--- config.mk ---
export PLATFORM = sky130hd
export DESIGN_NAME = ddr3_cont_cpu_port
export DESIGN_NICKNAME = d
export VERILOG_FILES = /design/src/rtl/ddr3_mem_pkg.sv /design/src/rtl/ddr3_burst_buf.sv /design/src/rtl/ddr3_cont_cpu_port.sv
export SDC_FILE = /design/constraint.sdc
export NUM_CORES = 1
export LEC_CHECK = 0
export ABC_CLOCK_PERIOD_IN_PS = 2200
export CAP_MARGIN = 5
export CORE_MARGIN = 2
export CORE_UTILIZATION = 50
export CTS_CLUSTER_SIZE = 12
export DETAILED_ROUTE_END_ITERATION = 8
export PLACE_DENSITY = 0.75
export SYNTH_ARGS = -nofsm -noshare
export SYNTH_HDL_FRONTEND = slang
export SYNTH_SLANG_ARGS = --single-unit
export TNS_END_PERCENT = 10
--- constraint.sdc ---
create_clock -name cpu_clk -period 2.2 [get_ports cpu_clk]
set_input_delay 0.33 -clock cpu_clk [delete_from_list [all_inputs] [get_ports cpu_clk]]
set_output_delay 0.33 -clock cpu_clk [all_outputs]
set_load 0.01 [all_outputs]
--- src/rtl/ddr3_mem_pkg.sv ---
// Shared types for the DDR3 controller CPU port: CPU command codes,
// port FSM states and the default burst length.
package ddr3_mem_pkg;

    localparam int unsigned BURST_LEN_DEF = 32'd8;

    typedef enum logic [2:0] {
        CMD_NOP   = 3'd0,
        CMD_WRITE = 3'd1,
        CMD_READ  = 3'd2
    } cpu_cmd_t;

    typedef enum logic [2:0] {
        ST_IDLE       = 3'd0,
        ST_WR_PULL    = 3'd1,
        ST_WR_ISSUE   = 3'd2,
        ST_WR_PUSH    = 3'd3,
        ST_RD_ISSUE   = 3'd4,
        ST_RD_COLLECT = 3'd5,
        ST_RD_RETURN  = 3'd6
    } port_state_t;

    // Only WRITE and READ start a transaction; NOP and undefined codes are dropped
    function automatic logic cmd_is_legal(input logic [2:0] cmd);
        return (cmd == CMD_WRITE) || (cmd == CMD_READ);
    endfunction

endpackage

--- src/rtl/ddr3_burst_buf.sv ---
// Burst buffer: DEPTH x DATA_W register file with independent write and
// read pointers. srst clears contents and pointers in one cycle, which is
// how a completed or abandoned burst is discarded. Read data is the entry
// at the read pointer (combinational), so the owner registers it.
module ddr3_burst_buf #(
    parameter int unsigned DATA_W = 32'd64,
    parameter int unsigned DEPTH  = 32'd8
) (
    input  logic              clk,
    input  logic              rst_n,
    input  logic              srst,
    input  logic              we,
    input  logic [DATA_W-1:0] wdata,
    input  logic              re,
    output logic [DATA_W-1:0] rdata
);

    localparam int unsigned PW = $clog2(DEPTH);

    logic [DATA_W-1:0] mem_r [DEPTH];
    logic [PW-1:0]     wr_ptr_r;
    logic [PW-1:0]     rd_ptr_r;

    // Storage and pointer update; clear has priority over a same-cycle write
    always_ff @(posedge clk or negedge rst_n) begin
        if (!rst_n) begin
            for (int i = 0; i < int'(DEPTH); i++) begin
                mem_r[i] <= '0;
            end
            wr_ptr_r <= '0;
            rd_ptr_r <= '0;
        end else if (srst) begin
            for (int i = 0; i < int'(DEPTH); i++) begin
                mem_r[i] <= '0;
            end
            wr_ptr_r <= '0;
            rd_ptr_r <= '0;
        end else begin
            if (we) begin
                mem_r[wr_ptr_r] <= wdata;
                wr_ptr_r        <= wr_ptr_r + 1'b1;
            end
            if (re) begin
                rd_ptr_r <= rd_ptr_r + 1'b1;
            end
        end
    end

    assign rdata = mem_r[rd_ptr_r];

endmodule

--- src/rtl/ddr3_cont_cpu_port.sv ---
// CPU-side port of the DDR3 memory controller. Accepts READ/WRITE from
// the CPU, pulls write bursts into a burst buffer, hands commands to the
// DDR3 sequencer over req/ack, and returns collected read bursts.
// Optional feature: define DDR3_CPU_RD_TIMEOUT_EN to abort a read whose
// beats do not all arrive within RD_TIMEOUT cycles of mc_ack (RD_ERR pulse).
module ddr3_cont_cpu_port
    import ddr3_mem_pkg::*;
#(
    parameter int unsigned ADDR_W     = 32'd25,
    parameter int unsigned BA_W       = 32'd3,
    parameter int unsigned DATA_W     = 32'd64,
    parameter int unsigned BURST_LEN  = BURST_LEN_DEF,
    parameter int unsigned RD_TIMEOUT = 32'd64
) (
    input  logic              cpu_clk,
    input  logic              RESET_N,
    input  logic [ADDR_W-1:0] ADDR,
    input  logic [BA_W-1:0]   BA,
    input  logic [2:0]        CMD,
    input  logic              ADDR_VALID,
    output logic              CMD_RDY,
    input  logic [DATA_W-1:0] WR_DATA,
    output logic              WR_DATA_VALID,
    output logic [DATA_W-1:0] RD_DATA,
    output logic              RD_DATA_VALID,
    output logic              RD_ERR,
    input  logic              mc_init_done,
    output logic              mc_req,
    output logic              mc_we,
    output logic [ADDR_W-1:0] mc_addr,
    output logic [BA_W-1:0]   mc_ba,
    input  logic              mc_ack,
    output logic [DATA_W-1:0] mc_wdata,
    output logic              mc_wdata_valid,
    input  logic [DATA_W-1:0] mc_rdata,
    input  logic              mc_rdata_valid
);

    // Burst geometry must allow a power-of-2 buffer with at least two beats
    if ((BURST_LEN < 32'd2) || ((BURST_LEN & (BURST_LEN - 32'd1)) != 32'd0) ||
        (RD_TIMEOUT < 32'd1)) begin : g_bad_params
        $error("ddr3_cont_cpu_port: BURST_LEN must be a power of 2 >= 2, RD_TIMEOUT >= 1");
    end

    localparam int unsigned     CW        = $clog2(BURST_LEN);
    localparam logic [CW-1:0]   BEAT_LAST = CW'(BURST_LEN - 32'd1);

    port_state_t       state_r;
    logic [CW-1:0]     beat_r;
    logic              beat_term_s;
    logic              accept_s;
    logic              to_hit_s;

    logic              buf_we_s;
    logic              buf_re_s;
    logic              buf_srst_s;
    logic [DATA_W-1:0] buf_wdata_s;
    logic [DATA_W-1:0] buf_rdata_s;

    logic              cmd_rdy_r;
    logic              wr_data_valid_r;
    logic              rd_data_valid_r;
    logic [DATA_W-1:0] rd_data_r;
    logic              rd_err_r;
    logic              mc_req_r;
    logic              mc_we_r;
    logic [ADDR_W-1:0] addr_r;
    logic [BA_W-1:0]   ba_r;
    logic [DATA_W-1:0] mc_wdata_r;
    logic              mc_wdata_valid_r;

`ifdef DDR3_CPU_RD_TIMEOUT_EN
    localparam int unsigned   TW      = $clog2(RD_TIMEOUT + 32'd1);
    localparam logic [TW-1:0] TO_LAST = TW'(RD_TIMEOUT - 32'd1);

    logic [TW-1:0] to_cnt_r;

    // Read timeout counter: restarts on the read ack, advances each collect cycle
    always_ff @(posedge cpu_clk or negedge RESET_N) begin
        if (!RESET_N) begin
            to_cnt_r <= '0;
        end else if ((state_r == ST_RD_ISSUE) && mc_ack) begin
            to_cnt_r <= '0;
        end else if (state_r == ST_RD_COLLECT) begin
            to_cnt_r <= to_cnt_r + 1'b1;
        end else begin
            to_cnt_r <= to_cnt_r;
        end
    end

    // A final beat arriving on the deadline cycle still completes the burst
    assign to_hit_s = (state_r == ST_RD_COLLECT) && (to_cnt_r == TO_LAST) &&
                      !(mc_rdata_valid && beat_term_s);
`else
    assign to_hit_s = 1'b0;
`endif

    // Buffer steering and command acceptance for the current state
    always_comb begin
        beat_term_s = (beat_r == BEAT_LAST);
        accept_s    = 1'b0;
        buf_we_s    = 1'b0;
        buf_re_s    = 1'b0;
        buf_srst_s  = 1'b0;
        buf_wdata_s = WR_DATA;
        case (state_r)
            ST_IDLE: begin
                accept_s   = ADDR_VALID && cmd_rdy_r && cmd_is_legal(CMD);
                buf_srst_s = accept_s;
            end
            ST_WR_PULL: begin
                buf_we_s    = 1'b1;
                buf_wdata_s = WR_DATA;
            end
            ST_WR_ISSUE: begin
                buf_re_s = mc_ack;
            end
            ST_WR_PUSH: begin
                buf_re_s = !beat_term_s;
            end
            ST_RD_COLLECT: begin
                buf_we_s    = mc_rdata_valid;
                buf_wdata_s = mc_rdata;
                buf_re_s    = mc_rdata_valid && beat_term_s;
                buf_srst_s  = to_hit_s;
            end
            ST_RD_RETURN: begin
                buf_re_s = !beat_term_s;
            end
            default: begin
                buf_srst_s = 1'b1;
            end
        endcase
    end

    // Port FSM with all CPU/sequencer outputs registered
    always_ff @(posedge cpu_clk or negedge RESET_N) begin
        if (!RESET_N) begin
            state_r          <= ST_IDLE;
            beat_r           <= '0;
            cmd_rdy_r        <= 1'b0;
            wr_data_valid_r  <= 1'b0;
            rd_data_valid_r  <= 1'b0;
            rd_data_r        <= '0;
            rd_err_r         <= 1'b0;
            mc_req_r         <= 1'b0;
            mc_we_r          <= 1'b0;
            addr_r           <= '0;
            ba_r             <= '0;
            mc_wdata_r       <= '0;
            mc_wdata_valid_r <= 1'b0;
        end else begin
            case (state_r)
                ST_IDLE: begin
                    rd_err_r <= 1'b0;
                    if (accept_s) begin
                        cmd_rdy_r <= 1'b0;
                        addr_r    <= ADDR;
                        ba_r      <= BA;
                        beat_r    <= '0;
                        if (CMD == CMD_WRITE) begin
                            mc_we_r         <= 1'b1;
                            wr_data_valid_r <= 1'b1;
                            state_r         <= ST_WR_PULL;
                        end else begin
                            mc_we_r  <= 1'b0;
                            mc_req_r <= 1'b1;
                            state_r  <= ST_RD_ISSUE;
                        end
                    end else begin
                        cmd_rdy_r <= mc_init_done;
                    end
                end
                ST_WR_PULL: begin
                    if (beat_term_s) begin
                        beat_r          <= '0;
                        wr_data_valid_r <= 1'b0;
                        mc_req_r        <= 1'b1;
                        state_r         <= ST_WR_ISSUE;
                    end else begin
                        beat_r <= beat_r + 1'b1;
                    end
                end
                ST_WR_ISSUE: begin
                    if (mc_ack) begin
                        mc_req_r         <= 1'b0;
                        mc_wdata_r       <= buf_rdata_s;
                        mc_wdata_valid_r <= 1'b1;
                        beat_r           <= '0;
                        state_r          <= ST_WR_PUSH;
                    end
                end
                ST_WR_PUSH: begin
                    if (beat_term_s) begin
                        mc_wdata_r       <= '0;
                        mc_wdata_valid_r <= 1'b0;
                        beat_r           <= '0;
                        state_r          <= ST_IDLE;
                    end else begin
                        mc_wdata_r <= buf_rdata_s;
                        beat_r     <= beat_r + 1'b1;
                    end
                end
                ST_RD_ISSUE: begin
                    if (mc_ack) begin
                        mc_req_r <= 1'b0;
                        beat_r   <= '0;
                        state_r  <= ST_RD_COLLECT;
                    end
                end
                ST_RD_COLLECT: begin
                    if (mc_rdata_valid && beat_term_s) begin
                        rd_data_r       <= buf_rdata_s;
                        rd_data_valid_r <= 1'b1;
                        beat_r          <= '0;
                        state_r         <= ST_RD_RETURN;
                    end else if (to_hit_s) begin
                        rd_err_r <= 1'b1;
                        beat_r   <= '0;
                        state_r  <= ST_IDLE;
                    end else if (mc_rdata_valid) begin
                        beat_r <= beat_r + 1'b1;
                    end
                end
                ST_RD_RETURN: begin
                    if (beat_term_s) begin
                        rd_data_r       <= '0;
                        rd_data_valid_r <= 1'b0;
                        beat_r          <= '0;
                        state_r         <= ST_IDLE;
                    end else begin
                        rd_data_r <= buf_rdata_s;
                        beat_r    <= beat_r + 1'b1;
                    end
                end
                default: begin
                    state_r          <= ST_IDLE;
                    beat_r           <= '0;
                    cmd_rdy_r        <= 1'b0;
                    wr_data_valid_r  <= 1'b0;
                    rd_data_valid_r  <= 1'b0;
                    rd_data_r        <= '0;
                    rd_err_r         <= 1'b0;
                    mc_req_r         <= 1'b0;
                    mc_wdata_r       <= '0;
                    mc_wdata_valid_r <= 1'b0;
                end
            endcase
        end
    end

    ddr3_burst_buf #(
        .DATA_W (DATA_W),
        .DEPTH  (BURST_LEN)
    ) u_buf (
        .clk   (cpu_clk),
        .rst_n (RESET_N),
        .srst  (buf_srst_s),
        .we    (buf_we_s),
        .wdata (buf_wdata_s),
        .re    (buf_re_s),
        .rdata (buf_rdata_s)
    );

    assign CMD_RDY        = cmd_rdy_r;
    assign WR_DATA_VALID  = wr_data_valid_r;
    assign RD_DATA        = rd_data_r;
    assign RD_DATA_VALID  = rd_data_valid_r;
    assign RD_ERR         = rd_err_r;
    assign mc_req         = mc_req_r;
    assign mc_we          = mc_we_r;
    assign mc_addr        = addr_r;
    assign mc_ba          = ba_r;
    assign mc_wdata       = mc_wdata_r;
    assign mc_wdata_valid = mc_wdata_valid_r;

endmodule
-- Word-level counts from Yosys, hierarchy flattened
Index checks and enable logic that the tools add are counted.
- $add $sub $neg: 3
- $lt $le $gt $ge: 3
- equality and inequality tests: 21
- mux-type cells: 52
- bitwise operators: 6
- reductions and logical operators: 27
- operators with widths (cell ; number):
    $mux W512 ; 2
    $bwmux W512 ; 1
    $mux W64 ; 7
    $pmux W64 S3 ; 2
    $bmux W64 S3 ; 1
    $demux W64 S3 ; 1
    $mux W3 ; 16
    $reduce_or A5 Y1 ; 4
    $ne A2 B2 Y1 const B ; 9
    $pmux W3 S6 ; 1
    $eq A3 B3 Y1 const B ; 4
    $mux W1 ; 12
    $pmux W1 S3 ; 4
    $pmux W3 S4 ; 1
    $add A3 B1 Y3 const B ; 3
    $eq A3 B2 Y1 const B ; 3
    $reduce_and A3 Y1 ; 3
    $ge A4 B4 Y1 const B ; 2
    $not A3 Y4 ; 2
    $eq A3 B1 Y1 const B ; 2
    $pmux W1 S2 ; 3
    $reduce_and A2 Y1 ; 3
    $reduce_and A6 Y1 ; 1
    $reduce_or A3 Y1 ; 2
    14 further kinds ; 23
- register bits: 686
- input bits: 165
- output and inout port bits: 163
- word-level logic and storage cells: 134

-- Logic depth before layout (Yosys ltp)
Gate-level depths: netlist of the first run.
- depth after elaboration: 8
- mapped depth: 8
- depth with buffers taken out: 7

-- Cells and area by module
Synthesis of the first run repeated with hierarchy kept, for this count alone.
- cells, all modules: 3183
- area total of the unflattened synthesis: 32028.2 sq um
- modules (own cells, without submodules) (module ; times used ; cells an instance ; area an instance (sq um) ; sequential area each (sq um)):
    ddr3_burst_buf ; 1 ; 2551 ; 24596.1 ; 12962.4
    ddr3_cont_cpu_port ; 1 ; 632 ; 7432.1 ; 4204.0

-- Worst setup path before layout of the first run
OpenSTA, ideal clock, no wires.
- path type: register to register
- start: register beat_r[0]
- end: register u_buf.rd_ptr_r[2]
- library setup time: 132 ps
- arrival: 1970 ps
- data required time: 2068 ps
- path slack: 98 ps
- stages on the path, launching flop included: 8
- buffers on the path: 1
- period minus slack after synthesis: 2102 ps
- cell sequence: dfrtp_1 > ha_1 > ha_1 > clkbuf_1 > a2111oi_1 > o21ai_0 > xor2_1 > nor2_1
- word-level cells in the longest chain between the ends: 4
- elaborated cells on any way between the ends: 5
- those cells by class: 1 x eq/ne; 1 x mux; 3 x reduce/logical
- ends and longest elaborated chain (item ; RTL line ; RTL):
    from (decl) ; ddr3_cont_cpu_port.sv:49 ; logic [CW-1:0] beat_r;
    from (signal assigned) ; ddr3_cont_cpu_port.sv:181 ; beat_r <= beat_r + 1'b1;
    from (signal assigned) ; ddr3_cont_cpu_port.sv:201 ; beat_r <= beat_r + 1'b1;
    from (signal assigned) ; ddr3_cont_cpu_port.sv:222 ; beat_r <= beat_r + 1'b1;
    $eq A3 B3 Y1 * ; ddr3_cont_cpu_port.sv:100 ; beat_term_s = (beat_r == BEAT_LAST);
    $logic_not A1 Y1 or $logic_and A1 B1 Y1 (tied branches) ; ddr3_cont_cpu_port.sv:119, ddr3_cont_cpu_port.sv:128, ddr3_cont_cpu_port.sv:124 ;
    $pmux W1 S3 * ; ddr3_cont_cpu_port.sv:106 ; case (state_r)
    $reduce_bool A2 Y1 (no source line) * ; n/a ;
    to (signal assigned) ; ddr3_burst_buf.sv:44 ; rd_ptr_r <= rd_ptr_r + 1'b1;
    to (decl) ; ddr3_burst_buf.sv:22 ; logic [PW-1:0] rd_ptr_r;
Every way passes the cells marked *; elsewhere a longest branch is shown, timed or not.
A chain may end at the register's enable or synchronous reset.

-- Final worst setup path of the first run
- start: register u_buf.rd_ptr_r[0]
- end: register mc_wdata_r[0] (netlist: mc_wdata[0])
- word-level cells in the longest chain between the ends: 6
- elaborated cells on any way between the ends: 7
- those cells by class: 6 x mux; 1 x bitwise
- ends and longest elaborated chain (item ; RTL line ; RTL):
    $not A3 Y4 (not written as such) * ; ddr3_burst_buf.sv:49 ; assign rdata = mem_r[rd_ptr_r];
    $bmux W64 S3 * ; ddr3_burst_buf.sv:49 ;
    $mux W64 (not written as such) * (2 in a row) ; ddr3_burst_buf.sv:49 ;
    $mux W64 (on tied branches) ; ddr3_cont_cpu_port.sv:194, ddr3_cont_cpu_port.sv:185 ;
    $pmux W64 S3 * ; ddr3_cont_cpu_port.sv:153 ; case (state_r)
    to (signal assigned) ; ddr3_cont_cpu_port.sv:187 ; mc_wdata_r <= buf_rdata_s;
    to (signal assigned) ; ddr3_cont_cpu_port.sv:200 ; mc_wdata_r <= buf_rdata_s;
    to (decl) ; ddr3_cont_cpu_port.sv:69 ; logic [DATA_W-1:0] mc_wdata_r;
Every way passes the cells marked *; elsewhere a longest branch is shown, timed or not. The select of a mux whose other input is x is not followed.

==> metrics, run 1 <==
status completed; iteration count of the initial detailed-routing pass 5; max incr delay on CP 560 ps; vias in the first global route 24500; Synth Area in Compound Gates 16.4%; Syn-to-layout area delta 26.9%; WL per Instance 21.6 um; fin crit period 2100 ps; CP Max Fanout 33; mux contribution to synthesized area 14.6%; Reg2Reg Depth 4; RSZ-0062 raised after global routing true; Rel. slew slack 45.3%; antenna viol nets, final 0; CP max-delay cell mux4_2; Mapped Nets 2791; Syn Inst Count 2622; crit path launch type flop; CP Class flop to flop; Worst Path Arrival 2570 ps; Tcrit/Tclk final 95.6%; Post-synth top flop dfrtp_1; Netlist Area Pre-Place 30800 um2; Root Driver clkbuf_16; final hold violation count 0; post-synthesis sequential element count 686; Die Span X 252 um; power share of the clock group 19.5%; Critical Path End Type flop; post-DP HPWL 54400 um; placed instance area 36700 um2; Worst VDD drop 976 uV; R2R Path End mc_wdata[0]; Seq/Total Area, Yosys 55.8%; Vias/cell 6.09; largest net degree at the start of global routing 85; storage element area 17200 um2; post-layout instance area 39100 um2; Reg power frac 37.0%; multi-input logic area 12500 um2; number of enable flip-flop cells after synthesis 0; placed cell count 3719; I/O Buffers 326; layout cells sized above 1 19.0%; fillers 4426; skew final 15.6 ps; HP Class primary input to async pin; clock transition at the registers of the reported paths 60 ps; Detailed Route WL 83000 um; DRT iter0 DRCs 1793; Worst EP required 2670 ps; r2r setup slk 100 ps; worst r2r src u_buf.rd_ptr_r[0]; crit-path cells buf_12 -> mux4_2 -> mux2i_1 -> o21ai_0; Worst-Margin Slew 798 ps; IO Pins 328; first-pass GRT wire length 133000 um; Sw Share 35.1%; fraction of the mapped netlist area in simple logic gates 9.03%; row count 90; cts bufs inserted 73; WHS 265 ps; adder-cell share of the synthesized area 0.163%; mean area per synthesized cell 11.7 um2; NumNets Final 3182; largest family of logic cells by synthesized area compound AO/OA/AOI/OAI gates; part of the power in combinational logic 43.5%; internal power 40.0 mW; GRT Total Usage 26.4%; Post-Layout Cell Count 3838; clk_lat worst skew 610 ps; gr ovfl total 0; Initial Util 50.8%; max_cap viols 0; initial antenna violation count 0; Fmax 475 MHz; power density over cell area 1580 nW/um2; core area 60600 um2; synth unique cells 49; total number of vias 23400; ant diodes 0; Die Y 252 um; CTS tree yes; setup violators final 0; Static Leak 15.9 nW; Ys Warns 0; die area 63500 um2; CTS sink cnt 686; xor and xnor area share after synthesis 0.0854%; Sw Pwr 21.7 mW; Max H-tree Level 3; DRC viols 0; Placer Congestion 0.815; clk buf depth 3; Slew Viols, Final 0; fraction of registers with async set or reset after synthesis 100%
[layer usage]
layer	up-vias	GRT usage, %	share of wire (%)
li1	10300	-	-
met1	12100	35.3	41
met2	805	44.5	50
met3	152	3.18	5.4
met4	0	10.1	3.0
met5	-	0	0
[cell usage in the layout (no fill, tap or decap), types with 6 or more instances in the layout]
cell	Yosys	final
nor2_1	528	525
o21ai_0	146	142
nand2_1	144	143
clkbuf_1	129	15
dfrtp_1	686	682
clkbuf_8	0	14
nor2_4	0	6
o21ai_1	7	9
a211oi_1	458	458
buf_12	0	80
buf_4	28	154
a21oi_1	9	8
mux2_2	28	28
clkinv_2	0	7
clkbuf_16	0	77
mux2i_1	128	126
clkdlybuf4s50_1	0	325
a211oi_2	56	56
mux4_2	128	128
[synthesized netlist by cell type (2+ instances only)]
cell type | instances | share of area [%]
o21ai_0 | 146 | 2.4
or3b_2 | 2 | 0.057
nor2_1 | 528 | 6.4
mux2_2 | 28 | 1.0
a32o_1 | 2 | 0.065
buf_1 | 10 | 0.12
ha_1 | 4 | 0.16
o21ai_1 | 7 | 0.11
nor2_2 | 4 | 0.081
buf_4 | 28 | 0.68
clkbuf_1 | 129 | 1.6
a21oi_1 | 9 | 0.15
mux2i_1 | 128 | 4.2
buf_2 | 68 | 1.1
inv_1 | 4 | 0.049
nand2_1 | 144 | 1.8
mux4_2 | 128 | 9.4
nor4b_1 | 2 | 0.057
xor2_1 | 3 | 0.085
o41ai_1 | 2 | 0.057
nor3_1 | 3 | 0.049
dfrtp_1 | 686 | 56
buf_6 | 12 | 0.44
nand2b_1 | 5 | 0.10
a211oi_2 | 56 | 2.3
a211oi_1 | 458 | 11
nand4b_1 | 2 | 0.057
nand3_1 | 3 | 0.049
[power by group through the flow]
stage	clock [mW]	sequential (mW)	combinational, mW
floorplan	0	22.3	16.6
detailed placement	0	22.9	26.7
CTS	12.2	22.7	27.0
global placement	0	22.3	25.6
global route	12.8	23.5	29.1
finish	12.1	22.8	26.8
[how the worst max path moves through the flow]
stage | start | endpoint | slack, ps
floorplan | beat_r[0] | u_buf.rd_ptr_r[2] | 100
global placement | CMD[1] | u_buf.mem_r[369] | -260
detailed placement | CMD[1] | u_buf.mem_r[128] | -310
CTS | beat_r[0] | mc_wdata[51] | 8
global route | state_r[0] | u_buf.mem_r[238] | -1
finish | u_buf.rd_ptr_r[0] | mc_wdata[0] | 100
[repair_timing]
action / in CTS / in global routing
setup endpoints to repair: 8 / 91
setup buffers: 0 / 0
hold buffers: 1 / 0
hold endpoints to repair: 39 / 0
pin swaps: 0 / 1
resized for setup: 2 / 10
[registers in the layout (all words and copies together), names as in the netlist]
name            flops
state_r             3
mc_we               1
mc_ba               3
u_buf.mem_r       512
WR_DATA_VALID       1
mc_req              1
CMD_RDY             1
beat_r              3
u_buf.rd_ptr_r      3
mc_addr            25
u_buf.wr_ptr_r      3
mc_wdata_valid      1
RD_DATA            64
RD_DATA_VALID       1
mc_wdata           64
[critical path: cells and delay by family (launching register included)]
family,cells,cell delay (ps)
compound gates,1,170
flops,1,510
buf+inv,1,300
mux,2,950
[metrics by stage]
stage / TNS [ps] / setup slack (ps) / utilization [%] / power (mW)
after floorplan: 0 / 98.2 / - / 38.9
after global placement: -106030 / -259 / 60.6 / 47.9
after detailed placement: -115430 / -310 / 60.6 / 49.6
after CTS: 0 / 7.56 / 64.4 / 61.9
after global routing: -1.13 / -1.13 / 64.5 / 65.4
final: 0 / 96.9 / 64.5 / 61.7
[cells by family after synthesis]
group	after synthesis
other	1
flip-flops	686
buffers and inverters	251
AO/OA/AOI/OAI	687
multiplexers	284
adder cells (fa/ha/maj)	4
AND/OR/NAND/NOR	706
XOR/XNOR	3
[cell type report]
class	instances	area share (%)
sequential	686	44.0
tap	782	2.51
timing repair buffer	563	15.6
clock buffer	106	5.57
multi-input combinational	1685	32.0
clock inverter	12	0.365
inverter	4	0.0384
No activity file was read; power rests on OpenSTA's default activity.
==> run 2: changes to the inputs <==
SETUP_SLACK_MARGIN = 0.2   (was not set)
==> run 2 against run 1 <==
  * First-iteration DRC count increased by 19%
  * Via count increased by 1.9%
  * Core utilization increased by 1.8 points
  * Combinational power increased by 7%
  * Non-clock buffer count increased by 62
==> metrics, run 2 (synthesis results as in run 1) <==
Slew Viols, Final 0; Max H-tree Level 3; Critical Path End Type flop; total number of vias 23800; global-route track usage on met2 44.1%; Reg power frac 36.0%; Worst EP required 2710 ps; grt met3 use 3.59%; Place WS -215 ps; Placer Congestion 0.839; CP max-delay cell dfrtp_2; Die Y 252 um; largest net degree at the start of global routing 89; clk buf depth 3; max FFs per register 512; layout cells sized above 1 21.9%; Root Driver clkbuf_16; Static Leak 16.4 nW; clock transition at the registers of the reported paths 60 ps; Sw Share 35.2%; part of the power in combinational logic 45.1%; status completed; Worst Path Buf+Inv 2; max incr delay on CP 470 ps; Reg2Reg Depth 7; RSZ-0062 raised after global routing true; I/O Buffers 326; CP most frequent cell buf_12; Reg with most FFs u_buf.mem_r; Vias/cell 6.10; DRT iter0 DRCs 2129; Final Util 66.2%; multi-input logic area 12700 um2; final hold violation count 0; Worst-Margin Slew 631 ps; GRT Total Usage 26.2%; R2R Path End u_buf.mem_r[375]; worst r2r src state_r[1]; cts bufs inserted 73; clk_lat worst skew 620 ps; Tcrit/Tclk final 92.7%; fillers 4198; Sw Pwr 22.3 mW; vias in the first global route 24500; Detailed Route WL 87000 um; gr ovfl total 0; DRC viols 0; power share of the clock group 18.9%; met1 Use GR 35.6%; CP Max Fanout 18; Die Span X 252 um; post-DP HPWL 54700 um; Final WS setup 160 ps; Fmax 490 MHz; core area 60600 um2; Initial Util 50.8%; power density over cell area 1580 nW/um2; WL per Instance 22.3 um; CTS tree yes; Top Family by Delay on Critical Path simple AND/OR/NAND/NOR gates; NumNets Final 3244; most frequent cells in the layout dfrtp_1, nor2_1, a211oi_1; antenna viol nets, final 0; max_cap viols 0; CP Class flop to flop; first-pass GRT wire length 133000 um; Syn-to-layout area delta 30.4%; Rel. slew slack 57.5%; fin crit period 2040 ps; storage element area 17200 um2; IO Pins 328; iteration count of the initial detailed-routing pass 5; r2r setup slk 160 ps; crit path launch type flop; initial antenna violation count 0; internal power 41.1 mW; CTS sink cnt 686; crit-path cells nand2b_4 -> or3_4 -> nor2_4 -> buf_12 -> buf_12 -> nor2_1 -> a211oi_1; HP Class primary input to async pin; GRT Max-Usage Layer met2; setup violators final 0; most common cell after layout, fill and taps aside dfrtp_1; row count 90; die area 63500 um2; Worst Path Arrival 2550 ps; Worst VDD drop 765 uV; skew final 24.3 ps
[run 2: worst max-delay path by stage]
stage / startpoint / to / slack [ps] / cells past startpoint
final: state_r[1] / u_buf.mem_r[375] / 160 / 7
after global routing: state_r[1] / u_buf.mem_r[349] / 90 / 7
after CTS: beat_r[0] / RD_DATA[39] / 130 / 7
after detailed placement: CMD[1] / u_buf.mem_r[142] / -210 / 8
after global placement: mc_rdata_valid / u_buf.mem_r[494] / -170 / 8
after floorplan: beat_r[0] / RD_DATA[6] / 250 / 8
[run 2: worst reg2reg max path, stage by stage (launching register included)]
cell	delay, ps
dfrtp_2	470
nand2b_4	190
or3_4	410
nor2_4	210
buf_12	200
buf_12	170
nor2_1	60
a211oi_1	230
[run 2: power groups by stage]
stage | Combinational [mW] | Sequential [mW] | Clock (mW)
2_1_floorplan | 16.6 | 22.3 | 0
3_3_place_gp | 26.0 | 22.3 | 0
3_5_place_dp | 27.0 | 22.8 | 0
4_1_cts | 27.4 | 22.7 | 12.1
5_1_grt | 30.9 | 23.5 | 12.7
6_report | 28.6 | 22.8 | 12.0
[run 2: cell type report]
cell class                      instances  share of cell area (%)
Clock inverter                          7                   0.112
Tap cell                              782                    2.44
Timing Repair Buffer                  625                    17.3
Multi-Input combinational cell       1685                    31.6
Antenna cell                            1                 0.00624
Sequential cell                       686                    42.8
Clock buffer                          112                    5.66
Inverter                                4                  0.0374
[run 2: routing by layer]
layer,vias to the layer above,routed length [um]
li1,10500,-
met1,12200,36600
met2,953,42700
met3,151,5290
met4,0,2460
met5,-,0
[run 2: timing repair]
item	in CTS	in global routing
cloned	1	13
hold buffers	1	0
setup buffers	2	20
endpoints found under the setup margin	509	599
pin swaps	1	4
endpoints found under the hold margin	149	0
gates resized for setup	14	68
[run 2: through the flow]
stage / instance area (um2) / power (mW) / std cells / hold WS, ps / TNS [ps]
CTS: 39400 / 62.3 / 3868 / 179 / 0
global placement: 37000 / 48.3 / 3745 / 232 / -56630
floorplan: 30800 / 38.9 / 2622 / 34.4 / 0
detailed placement: 37000 / 49.8 / 3745 / 235 / -67660
global route: 40100 / 67.1 / 3901 / 214 / 0
finish: 40100 / 63.4 / 3902 / 197 / 0
